## src/rtl/spi_slave_pkg.sv

```systemverilog
// Shared types and constants for the SPI responder.
package spi_slave_pkg;

  typedef enum logic [2:0] {
    StIdle,
    StHdr,
    StWrDat,
    StRdDat,
    StDone
  } state_e;

  // Number of flops between an SPI pin and the clk_i-domain logic.
  localparam int unsigned SyncDepth = 2;

  // The R/W flag is the first header bit on the wire, i.e. the header MSB.
  function automatic int unsigned rw_bit(input int unsigned h_lng);
    return h_lng - 1;
  endfunction

endpackage

```

## src/rtl/spi_slave_sync.sv

```systemverilog
// Brings CS, SCLK and MOSI into the clk_i domain and flags SCLK transitions.
module spi_slave_sync
  import spi_slave_pkg::*;
(
  input  logic clk_i,
  input  logic rstn_i,
  input  logic spi_cs_i,
  input  logic spi_clk_i,
  input  logic spi_mosi_i,
  input  logic clk_idle_i,
  output logic cs_s,
  output logic mosi_s,
  output logic rise_p,
  output logic fall_p
);

  logic [SyncDepth-1:0] cs_q;
  logic [SyncDepth-1:0] clk_q;
  logic [SyncDepth-1:0] mosi_q;
  logic                 clk_hist_q;
  logic                 clk_s;

  assign cs_s   = cs_q[SyncDepth-1];
  assign clk_s  = clk_q[SyncDepth-1];
  assign mosi_s = mosi_q[SyncDepth-1];

  // Synchroniser chains plus one SCLK history flop for edge detection.
  always_ff @(posedge clk_i or negedge rstn_i) begin
    if (!rstn_i) begin
      cs_q       <= '1;
      clk_q      <= '0;
      mosi_q     <= '0;
      clk_hist_q <= 1'b0;
    end else begin
      cs_q       <= {cs_q[SyncDepth-2:0], spi_cs_i};
      clk_q      <= {clk_q[SyncDepth-2:0], spi_clk_i};
      mosi_q     <= {mosi_q[SyncDepth-2:0], spi_mosi_i};
      // While deselected the history tracks the configured idle level, so the
      // first edge of a frame is measured against where SCLK should rest.
      clk_hist_q <= cs_s ? clk_idle_i : clk_s;
    end
  end

  assign rise_p = clk_s & ~clk_hist_q;
  assign fall_p = ~clk_s & clk_hist_q;

endmodule

```

## src/rtl/spi_slave.sv

```systemverilog
// SPI responder: decodes header/data frames into register writes and reads.
module spi_slave
  import spi_slave_pkg::*;
#(
  parameter int unsigned H_LNG = 16,
  parameter int unsigned L_LNG = 16
) (
  input  logic             clk_i,
  input  logic             rstn_i,
  input  logic             spi_cs_i,
  input  logic             spi_clk_i,
  input  logic             spi_mosi_i,
  output logic             spi_miso_o,
  output logic             spi_miso_t,
  input  logic             cfg_clk_idle_i,
  input  logic             cfg_clk_rd_edg_i,
  output logic [H_LNG-2:0] addr_o,
  output logic             wr_o,
  output logic [L_LNG-1:0] wr_dat_o,
  output logic             rd_req_o,
  input  logic             rd_ack_i,
  input  logic [L_LNG-1:0] rd_dat_i,
  output logic             sts_busy_o,
  output logic             sts_abort_o,
  output logic             sts_rd_late_o
);

  localparam int unsigned RwBit = rw_bit(H_LNG);

  logic cs_s, mosi_s, rise_p, fall_p;
  logic sample_p, tx_p, cs_fall, cs_rise;

  state_e           state_q;
  logic [4:0]       bit_cnt_q;
  logic [H_LNG-1:0] hdr_sr_q;
  logic [L_LNG-1:0] dat_sr_q;
  logic [L_LNG-1:0] tx_sr_q;
  logic             rd_pend_q, tx_first_q;
  logic             cs_d1_q, armed_q, clk_idle_q;
  logic [1:0]       sync_fill_q;
  logic [H_LNG-2:0] addr_q;
  logic [L_LNG-1:0] wr_dat_q;
  logic             wr_q, rd_req_q, abort_q, late_q, miso_q, miso_t_q;

  logic [H_LNG-1:0] hdr_next;
  logic [L_LNG:0]   dat_ext;
  logic [L_LNG-1:0] dat_next;
  logic [L_LNG-1:0] tx_src;
  logic [L_LNG-1:0] tx_shift;

  spi_slave_sync u_sync (
    .clk_i      (clk_i),
    .rstn_i     (rstn_i),
    .spi_cs_i   (spi_cs_i),
    .spi_clk_i  (spi_clk_i),
    .spi_mosi_i (spi_mosi_i),
    .clk_idle_i (clk_idle_q),
    .cs_s       (cs_s),
    .mosi_s     (mosi_s),
    .rise_p     (rise_p),
    .fall_p     (fall_p)
  );

  assign sample_p = cfg_clk_rd_edg_i ? rise_p : fall_p;
  assign tx_p     = cfg_clk_rd_edg_i ? fall_p : rise_p;
  // Falling CS only counts once the synchroniser has shown CS high after reset,
  // so a frame cut by reset is never picked up halfway.
  assign cs_fall  = armed_q & cs_d1_q & ~cs_s;
  assign cs_rise  = ~cs_d1_q & cs_s;

  assign hdr_next = {hdr_sr_q[H_LNG-2:0], mosi_s};
  assign dat_ext  = {dat_sr_q, mosi_s};
  assign dat_next = dat_ext[L_LNG-1:0];
  // An ack arriving together with the first tx edge supplies that bit directly.
  assign tx_src   = rd_pend_q ? rd_dat_i : tx_sr_q;
  assign tx_shift = tx_src << 1;

  // Frame state machine with registered outputs.
  always_ff @(posedge clk_i or negedge rstn_i) begin
    if (!rstn_i) begin
      state_q     <= StIdle;
      bit_cnt_q   <= '0;
      hdr_sr_q    <= '0;
      dat_sr_q    <= '0;
      tx_sr_q     <= '0;
      rd_pend_q   <= 1'b0;
      tx_first_q  <= 1'b0;
      cs_d1_q     <= 1'b1;
      armed_q     <= 1'b0;
      clk_idle_q  <= 1'b0;
      sync_fill_q <= '0;
      addr_q      <= '0;
      wr_dat_q    <= '0;
      wr_q        <= 1'b0;
      rd_req_q    <= 1'b0;
      abort_q     <= 1'b0;
      late_q      <= 1'b0;
      miso_q      <= 1'b0;
      miso_t_q    <= 1'b1;
    end else begin
      cs_d1_q  <= cs_s;
      wr_q     <= 1'b0;
      rd_req_q <= 1'b0;
      abort_q  <= 1'b0;
      late_q   <= 1'b0;
      if (sync_fill_q != 2'(SyncDepth)) sync_fill_q <= sync_fill_q + 2'd1;
      else if (cs_s)                    armed_q     <= 1'b1;
      if (cs_s) clk_idle_q <= cfg_clk_idle_i;

      unique case (state_q)
        StIdle: begin
          miso_t_q <= 1'b1;
          if (cs_fall) begin
            state_q   <= StHdr;
            bit_cnt_q <= 5'(H_LNG);
          end
        end
        StHdr: begin
          if (cs_rise) begin
            state_q <= StIdle;
            abort_q <= 1'b1;
          end else if (sample_p) begin
            hdr_sr_q  <= hdr_next;
            bit_cnt_q <= bit_cnt_q - 5'd1;
            if (bit_cnt_q == 5'd1) begin
              addr_q    <= hdr_next[H_LNG-2:0];
              bit_cnt_q <= 5'(L_LNG);
              if (hdr_next[RwBit]) begin
                state_q    <= StRdDat;
                rd_req_q   <= 1'b1;
                rd_pend_q  <= 1'b1;
                tx_first_q <= 1'b1;
                tx_sr_q    <= '0;
                miso_t_q   <= 1'b0;
              end else begin
                state_q <= StWrDat;
              end
            end
          end
        end
        StWrDat: begin
          if (cs_rise) begin
            state_q <= StIdle;
            abort_q <= 1'b1;
          end else if (sample_p) begin
            dat_sr_q  <= dat_next;
            bit_cnt_q <= bit_cnt_q - 5'd1;
            if (bit_cnt_q == 5'd1) begin
              wr_q     <= 1'b1;
              wr_dat_q <= dat_next;
              state_q  <= StDone;
            end
          end
        end
        StRdDat: begin
          if (cs_rise) begin
            state_q   <= StIdle;
            abort_q   <= 1'b1;
            rd_pend_q <= 1'b0;
            miso_t_q  <= 1'b1;
          end else begin
            if (tx_p) begin
              tx_first_q <= 1'b0;
              rd_pend_q  <= 1'b0;
              if (tx_first_q && rd_pend_q && !rd_ack_i) begin
                // No data in time: the whole frame goes out as zeros.
                late_q  <= 1'b1;
                tx_sr_q <= '0;
                miso_q  <= 1'b0;
              end else begin
                miso_q  <= tx_src[L_LNG-1];
                tx_sr_q <= tx_shift;
              end
            end else if (rd_ack_i && rd_pend_q) begin
              tx_sr_q   <= rd_dat_i;
              rd_pend_q <= 1'b0;
            end
            if (sample_p) begin
              bit_cnt_q <= bit_cnt_q - 5'd1;
              if (bit_cnt_q == 5'd1) begin
                state_q   <= StDone;
                rd_pend_q <= 1'b0;
                miso_t_q  <= 1'b1;
              end
            end
          end
        end
        StDone: begin
          miso_t_q <= 1'b1;
          if (cs_rise) state_q <= StIdle;
        end
        default: state_q <= StIdle;
      endcase
    end
  end

  assign spi_miso_o    = miso_q;
  assign spi_miso_t    = miso_t_q;
  assign addr_o        = addr_q;
  assign wr_o          = wr_q;
  assign wr_dat_o      = wr_dat_q;
  assign rd_req_o      = rd_req_q;
  assign sts_busy_o    = ~cs_s & (state_q != StIdle);
  assign sts_abort_o   = abort_q;
  assign sts_rd_late_o = late_q;

endmodule

```

## config.mk

```make
export PLATFORM = sky130hd
export DESIGN_NAME = spi_slave
export DESIGN_NICKNAME = d
export VERILOG_FILES = /design/src/rtl/spi_slave_pkg.sv /design/src/rtl/spi_slave_sync.sv /design/src/rtl/spi_slave.sv
export SDC_FILE = /design/constraint.sdc
export NUM_CORES = 1
export LEC_CHECK = 0
export BUFFER_PORTS_ARGS = -buffer_cell sky130_fd_sc_hd__buf_4
export CAP_MARGIN = 40
export CORE_ASPECT_RATIO = 0.8
export CORE_MARGIN = 2
export CORE_UTILIZATION = 62
export CTS_BUF_LIST = sky130_fd_sc_hd__clkbuf_4 sky130_fd_sc_hd__clkbuf_8 sky130_fd_sc_hd__clkbuf_16
export DETAILED_ROUTE_END_ITERATION = 8
export GPL_TIMING_DRIVEN = 1
export HOLD_SLACK_MARGIN = 0.1
export PLACE_DENSITY = 0.85
export SLEW_MARGIN = 15
export SYNTH_ARGS = -nofsm -noshare
export SYNTH_HDL_FRONTEND = slang
export SYNTH_SLANG_ARGS = --single-unit
export TNS_END_PERCENT = 30
```

## constraint.sdc

```tcl
create_clock -name clk_i -period 3.8 [get_ports clk_i]
set_input_delay 0.57 -clock clk_i [delete_from_list [all_inputs] [get_ports clk_i]]
set_output_delay 0.57 -clock clk_i [all_outputs]
set_load 0.03 [all_outputs]
```

* After elaboration in Yosys (flattened, before gate mapping)
Cells that the tools add are included.
** Operators by class
- $add $sub $neg :: 2
- Eq/ne operators :: 23
- Muxes and demuxes :: 67
- Bitwise logic cells :: 12
- Reductions and logical operators :: 24
** Operators with widths (count)
- $mux 16 :: 9
- $mux 1 :: 38
- $pmux 16 s2 :: 1
- $mux 5 :: 6
- $mux 3 :: 8
- $reduce_and 7->1 :: 3
- $ne 2x2->1 const B :: 10
- $ne 3x3->1 const B :: 5
- $pmux 5 s3 :: 1
- $pmux 3 s4 :: 1
- $reduce_and 6->1 :: 2
- $reduce_and 3->1 :: 3
- $reduce_bool 3->1 :: 3
- $reduce_and 4->1 :: 2
- $and 1x1->1 :: 6
- $eq 3x2->1 const B :: 2
- $ne 3x1->1 const B :: 2
- $not 1->1 :: 6
- $eq 5x1->1 const B :: 1
- $reduce_and 5->1 :: 1
- $sub 5x1->5 const B :: 1
- $pmux 1 s2 :: 2
- $reduce_or 2->1 :: 2
- $eq 3x1->1 const B :: 1
- other kinds (10) :: 12
** Word-level totals
- Register bits after elaboration :: 105
- Input bits :: 24
- Output and inout bits :: 38
- Logic and storage cells :: 151

* Longest topological paths before layout
Gate-level depths: netlist of run 1.
- Depth in word-level cells :: 8
- Depth in mapped cells :: 7
- Depth with buffers taken out :: 6

* Cells and area by module
A second synthesis of run 1 with hierarchy kept.
** Second synthesis, totals
- Cell total of the unflattened synthesis :: 321
- Area, all modules :: 4590.7 um2
** Modules (own cells, without submodules)
- spi_slave :: instances 1, cells an instance 311, area an instance 4385.5 um2
- spi_slave_sync :: instances 1, cells an instance 10, area an instance 205.2 um2

* Worst setup path before layout of run 1
No wires, ideal clock.
- Kind :: reg2reg
- Start :: reg bit_cnt_q[1]
- End :: reg tx_sr_q[10]
- Arrival :: 2.073 ns
- Required time :: 3.721 ns
- Slack :: 1.648 ns
- Cell stages (with the launch flop) :: 8
- Path buffers :: 1
- Period minus slack after synthesis :: 2.152 ns
- Cells stage by stage :: dfrtp_1 > inv_1 > ha_1 > or4b_4 > o21bai_4 > a211oi_4 > buf_8 > mux2i_1
** On the way
- Cells in the longest elaborated chain, start to end :: 3
** Ends and longest elaborated chain
- start: declaration :: RTL line spi_slave.sv:34 : logic [4:0] bit_cnt_q;
- start signal: assignment :: RTL line spi_slave.sv:115 : bit_cnt_q <= 5'(H_LNG);
- start signal: assignment :: RTL line spi_slave.sv:124 : bit_cnt_q <= bit_cnt_q - 5'd1;
- start signal: assignment :: RTL line spi_slave.sv:127 : bit_cnt_q <= 5'(L_LNG);
- $eq 5x1->1 :: RTL line spi_slave.sv:125 : if (bit_cnt_q == 5'd1) begin
- $ne 2x2->1 (no line)
- $reduce_and 7->1 (no line)
- end signal: assignment :: RTL line spi_slave.sv:172 : tx_sr_q <= tx_shift;
- end signal: assignment :: RTL line spi_slave.sv:175 : tx_sr_q <= rd_dat_i;
- end: declaration :: RTL line spi_slave.sv:37 : logic [L_LNG-1:0] tx_sr_q;
No other way between the ends.
A chain may end at the register's enable or synchronous reset.

* Worst setup path in the final report of run 1
- Start :: reg u_sync.cs_q[1]
- End :: reg dat_sr_q[3]
** On the way
- Cells in the longest elaborated chain, start to end :: 3
** Ends and longest elaborated chain
- start: declaration :: RTL line spi_slave_sync.sv:17 : logic [SyncDepth-1:0] cs_q;
- start signal: assignment :: RTL line spi_slave_sync.sv:35 : cs_q <= {cs_q[SyncDepth-2:0], spi_cs_i};
- $and 1x1->1 :: RTL line spi_slave.sv:69 : assign cs_rise = ~cs_d1_q & cs_s;
- $not 1->1 (no line)
- $reduce_and 3->1 (no line)
- end signal: assignment :: RTL line spi_slave.sv:146 : dat_sr_q <= dat_next;
- end: declaration :: RTL line spi_slave.sv:36 : logic [L_LNG-1:0] dat_sr_q;
No other way between the ends.

==> results of run 1 <==
==> worst max-delay path, stage by stage, from the launching register on <==
cell and delay (ps):
dfstp_2 620, nor2b_1 630, nor3_1 180, nand2_1 530
mux2_2 410
==> final timing paths <==
check / cells after the start / slack, ps / endpoint / startpoint
hold reg to reg: 0 / 360 / u_sync.clk_q[1] / u_sync.clk_q[0]
setup / recovery: 4 / 1320 / dat_sr_q[3] / u_sync.cs_q[1]
max in group asynchronous: 4 / 2160 / u_sync.cs_q[0] / rstn_i
setup reg to reg: 4 / 1320 / dat_sr_q[3] / u_sync.cs_q[1]
min in group asynchronous: 2 / 640 / tx_sr_q[5] / rstn_i
hold / removal: 1 / 300 / u_sync.cs_q[0] / spi_cs_i
==> routing by layer <==
| layer | up-vias | GRT usage (%) |
|---|---|---|
| met5 | - | 0 |
| met4 | 0 | 6.93 |
| met3 | 9 | 6.23 |
| met2 | 62 | 36.8 |
| met1 | 1511 | 30.3 |
| li1 | 1438 | - |
==> power groups by stage <==
stage / clock (W) / combinational (W) / sequential (W)
after CTS: 0.000678 / 0.000368 / 0.00128
after floorplan: 0 / 0.000248 / 0.00129
after detailed placement: 0 / 0.000362 / 0.00130
after global placement: 0 / 0.000343 / 0.00129
after global routing: 0.000715 / 0.000409 / 0.00129
final: 0.000657 / 0.000367 / 0.00128
==> kinds of logic (layout without fill, tap and decap cells) <==
family | after synthesis | count (layout) | synth area share (%)
AO/OA/AOI/OAI | 56 | 56 | 9.02
multiplexers | 99 | 99 | 22.3
XOR/XNOR | 1 | 1 | 0.182
adder cells (fa/ha/maj) | 3 | 3 | 0.782
AND/OR/NAND/NOR | 64 | 64 | 8.34
buffers and inverters | 47 | 107 | 4.51
flip-flops | 105 | 105 | 54.8
==> repair_timing <==
action                                  4_1_cts  5_1_grt
hold buffers                                  1        0
hold endpoints to repair                     13        0
endpoints found under the setup margin        0        0
==> sequential cells by signal, indices dropped and copies added (netlist names), 3 cells and up <==
signal,flops
addr_o,15
bit_cnt_q,5
dat_sr_q,15
hdr_sr_q,15
state_q,3
tx_sr_q,16
wr_dat_o,16
==> Yosys cell counts, types with 6 or more instances <==
library cell / number / area share [%]
a211oi_1: 15 / 2.3
and3_1: 10 / 1.3
and3_2: 7 / 1.1
buf_2: 8 / 0.83
clkbuf_1: 11 / 0.86
dfrtp_1: 101 / 53
inv_1: 23 / 1.8
mux2_2: 65 / 15
mux2i_1: 34 / 7.1
nand2_1: 9 / 0.70
nor2_1: 8 / 0.63
nor3_1: 6 / 0.63
o21ai_0: 18 / 1.9
==> area by class of cell <==
cell class	instances	area (sq um)
Sequential cell	105	2630
Multi-Input combinational cell	223	1950
Fill cell	507	1940
Timing Repair Buffer	68	533
Clock buffer	12	153
Tap cell	105	131
Inverter	23	86.3
Clock inverter	4	33.8
==> stage by stage <==
step           utilization (%)  hold WS, ps  instance area (sq um)
2_1_floorplan                -          274                   4800
3_3_place_gp              70.9          332                   5290
3_5_place_dp              71.3          336                   5320
4_1_cts                   73.9          282                   5510
5_1_grt                   74.0          282                   5520
6_report                  74.0          305                   5520
==> impl_results.md, run 1 <==
* Die ar. at 8470 sq um
* FF+latch count, synth at roughly 110
* Max-Cap Viols at 0
* N_diodes at 0
* CTS Buffer Depth at 2
* CTS Sinks at 105
* Most common library cell in the layout ignoring fill and taps: dfrtp_1
* Fin crit period at 2480 ps
* DRC at 0
* Library cells used by synthesis at 52
* Hold Crit Class: input port to flop
* Highest Clock Rate at 403 MHz
* Status: complete, no violations
* Synthesis warning total at 0
* DRT iter0 DRCs at 123
* Tightest Pin Transition at 862 ps
* Most frequent cells in the layout: 101 x dfrtp_1, 66 x buf_4, 65 x mux2_2
* Final #Nets at 457
* CTS tree: done
* Post-Syn Area per Cell at 12.8 sq um
* Setup TNS at 0 ps
* Critical-path maximum fanout at 15
* Worst Setup Start Kind: flop
* Met1 WL at around 4000 um
* Final setup violation count at 0
* Slew Limit Fails at 0
* Worst Slack Setup Final at 1320 ps
* P_sw at 0.000642 W
* Proportion of layout cells with a drive suffix above 1 at 39.8%
* Worst-skew pair later-pin latency at ~370 ps
* Post-synth ARST share at 100%
* Antenna violations before repair at 0
* GPL Wtd Cong at 0.882
* Worst slew margin relative to its limit at 42.6%
* RSZ-0062 raised after global routing: no
* Root Buffer: clkbuf_8
* Routed vias at 3020
* PortBufs at 61
* Layout Skew at 9.79 ps
* DPL Wire Length at approximately 5900 um
* Vias in the first global route at about 3000
* Place WS at 1130 ps
* Fin crit share at between 60% and 70%
* Peak supply drop at 0.364 mV
* Total power at between 0.002 and 0.0025 W
* Wire length on met2 at 4290 um
* Post-placement cell count at 522
* Cell area after synthesis at about 4800 sq um
* PwrDens at ~420 nW/um^2
* Switching share of power at between 20 and 30%
* Number of routed nets with antenna violations at 0
* Global-route wire length before repair at approximately 15000 um
* Setup Buffers After CTS at 0
* Final hold vios at 0
* Cell Rows at 28
* Routed wire length at around 8700 um
* Met3 WL post-DR at 369 um
* Syn-to-layout area delta at 15.0%
* CTS HTree Levels at 3
* Post-DR vias/cell at 5.59
* Clock buffer count from CTS at 9
* Top Metal Used: met4
* Leakage at around 2.6 nW
* Number of synthesized flops with an enable pin at 0
* Grt ovf at 0
* Layout Cells excl Fill at 540
* Worst-path clk slew at 90 ps
* Wire length per cell at roughly 16 um
* Synthesized instance count at 375
* Crit Path Class: flop to flop
* Synth Flop Type: dfrtp_1
* Sequential share of the synthesized area at between 50% and 60%
* Largest net degree at the start of global routing at a little over 60
* Initial Util at 64.3%
* Total GRT Usage at 22.7%
* Arrival time worst endpoint at 2730 ps
* Die X at 102 um
* Clock network power share at between 20% and 30%
* Combinational share of power at 16.0%
* Power share of the sequential group at 55.5%
* Required time worst endpoint at 4050 ps
* Initial DRT Pass Iterations at 4
* Die Span Y at 82.7 um
* Cell internal pwr at 0.00166 W
* Total core area at about 7500 sq um
* Quantity of gates resized following cts at 0
* Num ports at between 60 and 70
* Total nets after synthesis at 402
* CP Capture Type: flop
No activity file was read; power rests on OpenSTA's default activity.
==> inputs of run 2 (changes only) <==
Settings changed: CORE_UTILIZATION 62 to 52, PLACE_DENSITY 0.85 to 0.76.
Clock period 3.8 ns to 2.2 ns, I/O delays scaled along.
==> run 2 against run 1 <==
Net effect:
- fmax increased by 17%
- largest cell class unchanged
- sequential share of layout area shrank 2.5 points
- largest power group unchanged
- count of clock-buffer cells in the layout decreased by 2
==> impl_results.md, run 2 (same netlist as run 1, synthesis figures left out) <==
* Combinational share of power at between 10% and 20%
* Number of routed nets with antenna violations at 0
* Grt ovf at 0
* Vias in the first global route at 3123
* Die X at around 110 um
* Syn-to-layout area delta at 21.3%
* Worst-skew pair later-pin latency at 350 ps
* Required time worst endpoint at 2470 ps
* Proportion of layout cells with a drive suffix above 1 at 41.6%
* CTS HTree Levels at 3
* Worst slew margin relative to its limit at a little under three fifths
* Root Buffer: clkbuf_16
* Fin crit share at a little over nine tenths
* P_sw at 0.00124 W
* Place WS at 99.0 ps
* Final hold vios at 0
* Fin crit period at 2120 ps
* Final setup violation count at 0
* Arrival time worst endpoint at approximately 2400 ps
* CTS Buffer Depth at 2
* Die Span Y at 89.9 um
* Layout Skew at ~11 ps
* Die ar. at 10000 sq um
* Hold Crit Class: input port to flop
* Setup TNS at 0 ps
* CTS tree: done
* Num ports at 62
* Antenna violations before repair at 0
* Tightest Pin Transition at 653 ps
* Routed wire length at 9130 um
* Worst-path clk slew at about 70 ps
* PwrDens at slightly below 800 nW/um^2
* GPL Wtd Cong at 0.753
* Post-DR vias/cell at about 5.5
* DPL Wire Length at 5920 um
* Largest net degree at the start of global routing at 45
* Worst Slack Setup Final at 76.3 ps
* DRT iter0 DRCs at 170
* Cell internal pwr at 0.00326 W
* Leakage at 2.77 nW
* Crit-path cells: inv_2 -> ha_1 -> or4b_4 -> o21bai_4 -> a211oi_4 -> clkbuf_16 -> mux2i_1
* Global-route wire length before repair at ~16000 um
* Final #Nets at 474
* RSZ-0062 raised after global routing: no
* Highest Clock Rate at 471 MHz
* Worst path slowest cell: or4b_4
* Initial DRT Pass Iterations at 4
* Wire length per cell at 16.1 um
* Switching share of power at 27.5%
* Total core area at between 8000 and 9000 sq um
* DRC at 0
* Initial Util at between 50% and 60%
* Total GRT Usage at 19.4%
* Peak supply drop at 0.414 mV
* Worst Setup Start Kind: flop
* N_diodes at 0
* Crit Path Class: flop to flop
* CTS Sinks at 105
* Power share of the sequential group at between 40% and 50%
* Routed vias at 3144
* Critical-path maximum fanout at 8
* Most frequent cells in the layout: 101 x dfrtp_1, 77 x buf_4, 65 x mux2_2
* Most common library cell in the layout ignoring fill and taps: dfrtp_1
* PortBufs at 61
* Slew Limit Fails at 0
* Clock network power share at between 30% and 40%
* Final Core Density at 64.7%
* CP Capture Type: flop
* Clock buffer count from CTS at 9
* Crit-path max cell delay at about 500 ps
* Cell Rows at 31
* Max-Cap Viols at 0
* Status: complete, no violations
run 2: changes by cell type in the layout (fill, tap and decap cells not counted), sizes merged:
cell,previous run,this run
clkinvlp,0,1
clkbuf,12,11
dlygate4sd3,1,4
inv,26,27
buf,67,80
run 2: final cells by class:
class,instances,area [sq um]
clock buffer,10,239
clock inverter,6,66.3
fill,705,3180
inverter,23,86.3
multi-input combinational,223,1950
sequential,105,2630
tap,115,144
timing repair buffer,85,703
run 2: per-stage QoR:
step           instance area [sq um]  power (W)  hold WS, ps  instances
2_1_floorplan                   4800    0.00266         34.4        375
3_3_place_gp                    5430    0.00286          310        543
3_5_place_dp                    5430    0.00289          317        543
4_1_cts                         5780    0.00452          214        563
5_1_grt                         5820    0.00472          215        567
6_report                        5820    0.00450          223        567
run 2: critical path, delay by kind of cell, from the launching register on:
family / cells / cell delay, ps
multiplexers: 1 / 190
adder cells (fa/ha/maj): 1 / 120
buffers and inverters: 2 / 300
flip-flops: 1 / 400
AO/OA/AOI/OAI: 2 / 540
AND/OR/NAND/NOR: 1 / 500
run 2: worst paths after layout:
kind / slack [ps] / to / startpoint / depth (start not counted)
min reg2reg: 350 / u_sync.mosi_q[1] / u_sync.mosi_q[0] / 0
max in group asynchronous: 1040 / spi_miso_t / rstn_i / 3
min: 220 / clk_idle_q / cfg_clk_idle_i / 2
max: 80 / tx_sr_q[8] / bit_cnt_q[1] / 7
max reg2reg: 80 / tx_sr_q[8] / bit_cnt_q[1] / 7
min in group asynchronous: 480 / tx_sr_q[5] / rstn_i / 2
run 2: what timing repair did:
item / 4_1_cts / 5_1_grt
endpoints found under the hold margin: 35 / 0
setup buffers: 0 / 3
setup endpoints to repair: 0 / 15
hold buffers: 4 / 0
resized for setup: 0 / 1
run 2: metal layers:
layer | part of all wire [%] | global-route usage [%] | wire length [um]
met3 | 4.3 | 4.52 | 397
met1 | 48 | 27.8 | 4410
met2 | 46 | 29.4 | 4210
met5 | 0 | 0 | 0
met4 | 1.2 | 6.48 | 110
run 2: power groups by stage:
stage / Combinational [W] / Clock (W) / Sequential (W)
after detailed placement: 0.000647 / 0 / 0.00224
after floorplan: 0.000428 / 0 / 0.00223
after global placement: 0.000620 / 0 / 0.00224
final: 0.000680 / 0.00161 / 0.00221
after global routing: 0.000757 / 0.00173 / 0.00223
after CTS: 0.000658 / 0.00165 / 0.00220
==> inputs of run 3 (changes only) <==
Settings changed: CORE_ASPECT_RATIO 0.8 to default.
==> run 3 against run 2 <==
Net effect:
- core utilization is 3.0 points lower
- power is 12% lower
- first-iteration DRC count is 16% lower
- clock power is 30% lower
==> impl_results.md, run 3 (same netlist as run 1, synthesis figures left out) <==
* CP Capture Type: flop
* Status: complete, no violations
* PwrDens at 706 nW/um^2
* Critical-path maximum fanout at 16
* Crit path to: tx_sr_q[15]
* Proportion of layout cells with a drive suffix above 1 at 40.5%
* RSZ-0062 raised after global routing: no
* Highest Clock Rate at 478 MHz
* N_diodes at 0
* Routed wire length at 8630 um
* Worst-skew pair later-pin latency at 370 ps
* Worst slew margin relative to its limit at around 62%
* Number of routed nets with antenna violations at 0
* Arrival time worst endpoint at 2390 ps
* DPL Wire Length at 5660 um
* Setup Buffers After CTS at 0
* Max-Cap Viols at 0
* Wire length per cell at 15.6 um
* Initial Util at 52.7%
* GPL Wtd Cong at 0.791
* Vias in the first global route at 3164
* Initial DRT Pass Iterations at 4
* Final hold vios at 0
* Worst Slack Setup Final at 106 ps
* Num ports at 62
* Peak supply drop at 0.386 mV
* Required time worst endpoint at 2490 ps
* Hold path cells at 2
* R2r worst-path depth at 7
* CTS Sinks at 105
* Post-DR vias/cell at 5.50
* Die ar. at 10000 sq um
* DRC at 0
* Placed inst area at 5400 sq um
* Largest net degree at the start of global routing at 106
* Fin crit share at 95.2%
* Grt ovf at 0
* Most common library cell in the layout ignoring fill and taps: dfrtp_1
* CTS tree: done
* Crit Path Class: flop to flop
* Most frequent cells in the layout: 101 x dfrtp_1, 70 x buf_4, 65 x mux2_2
* Fin crit period at 2090 ps
* Slew Limit Fails at 0
* Routed vias at between 3000 and 4000
* Worst reg2reg setup slack at approximately 110 ps
* Crit path launch: bit_cnt_q[1]
* Total core area at 9110 sq um
* Total GRT Usage at between 10% and 20%
* PortBufs at slightly above 60
* CTS Buffer Depth at 2
* R2R Path Start: bit_cnt_q[1]
* Worst-path clk slew at 100 ps
* Syn-to-layout area delta at 17.1%
* DRT iter0 DRCs at 142
* Final Core Density at between 60% and 70%
* Place WS at about 89 ps
* Tightest Pin Transition at 568 ps
* Non-Filler Cell Area, Final at ~5600 sq um
* Die X at 100 um
* Worst Setup Start Kind: flop
* Clock buffer count from CTS at 9
* Final setup violation count at 0
* CTS HTree Levels at 3
* Setup TNS at 0 ps
* Final #Nets at 466
* Global-route wire length before repair at 14700 um
* Leakage at 2.67 nW
* Cell Rows at 35
* Hold Crit Class: input port to flop
* Die Span Y at approximately 100 um
* Reg-to-Reg End: tx_sr_q[15]
* Antenna violations before repair at 0
* Layout Skew at 13.6 ps
* Root Buffer: clkbuf_8
run 3: worst min-delay path by stage:
stage,from,end,slack (ps)
floorplan,rstn_i,addr_o[0],30
global placement,u_sync.mosi_q[0],u_sync.mosi_q[1],340
detailed placement,u_sync.mosi_q[0],u_sync.mosi_q[1],340
CTS,cfg_clk_idle_i,clk_idle_q,190
global route,cfg_clk_idle_i,clk_idle_q,190
finish,cfg_clk_idle_i,clk_idle_q,200
run 3: routing by layer:
metal	share of wire [%]	track usage [%]	vias up
li1	-	-	1452
met1	45	23.7	1526
met2	49	30.6	61
met3	4.4	5.57	13
met4	1.3	4.95	0
met5	0	0	-
run 3: critical path: stages (launching register included):
cell	delay (ps)
dfrtp_1	410
inv_2	70
ha_1	120
or4b_4	500
o21bai_4	220
a211oi_4	280
buf_12	210
mux2i_1	210
run 3: cell type report:
| cell class | count | area [sq um] |
|---|---|---|
| clock buffers | 10 | 138 |
| inverters | 23 | 86.3 |
| multi-input cells | 223 | 1950 |
| well taps | 111 | 139 |
| fillers | 727 | 3490 |
| repair buffers | 77 | 626 |
| flip-flops and latches | 105 | 2630 |
| clock inverters | 6 | 47.5 |
run 3: report_power, final:
part	switching [W]	internal, W
registers	0.000121	0.00208
clock network	0.000666	0.000457
logic	0.000328	0.000314
total	0.00112	0.00285
run 3: through the flow:
step	std cells	hold slack (ps)	total power, W
5_1_grt	555	189	0.00418
3_3_place_gp	535	336	0.00285
6_report	555	200	0.00397
4_1_cts	555	188	0.00402
3_5_place_dp	535	338	0.00288
2_1_floorplan	375	34.4	0.00266
run 3: timing repair:
action / CTS / global route
hold buffers: 4 / 0
endpoints found under the hold margin: 104 / 0
setup endpoints to repair: 0 / 3
gates resized for setup: 0 / 1
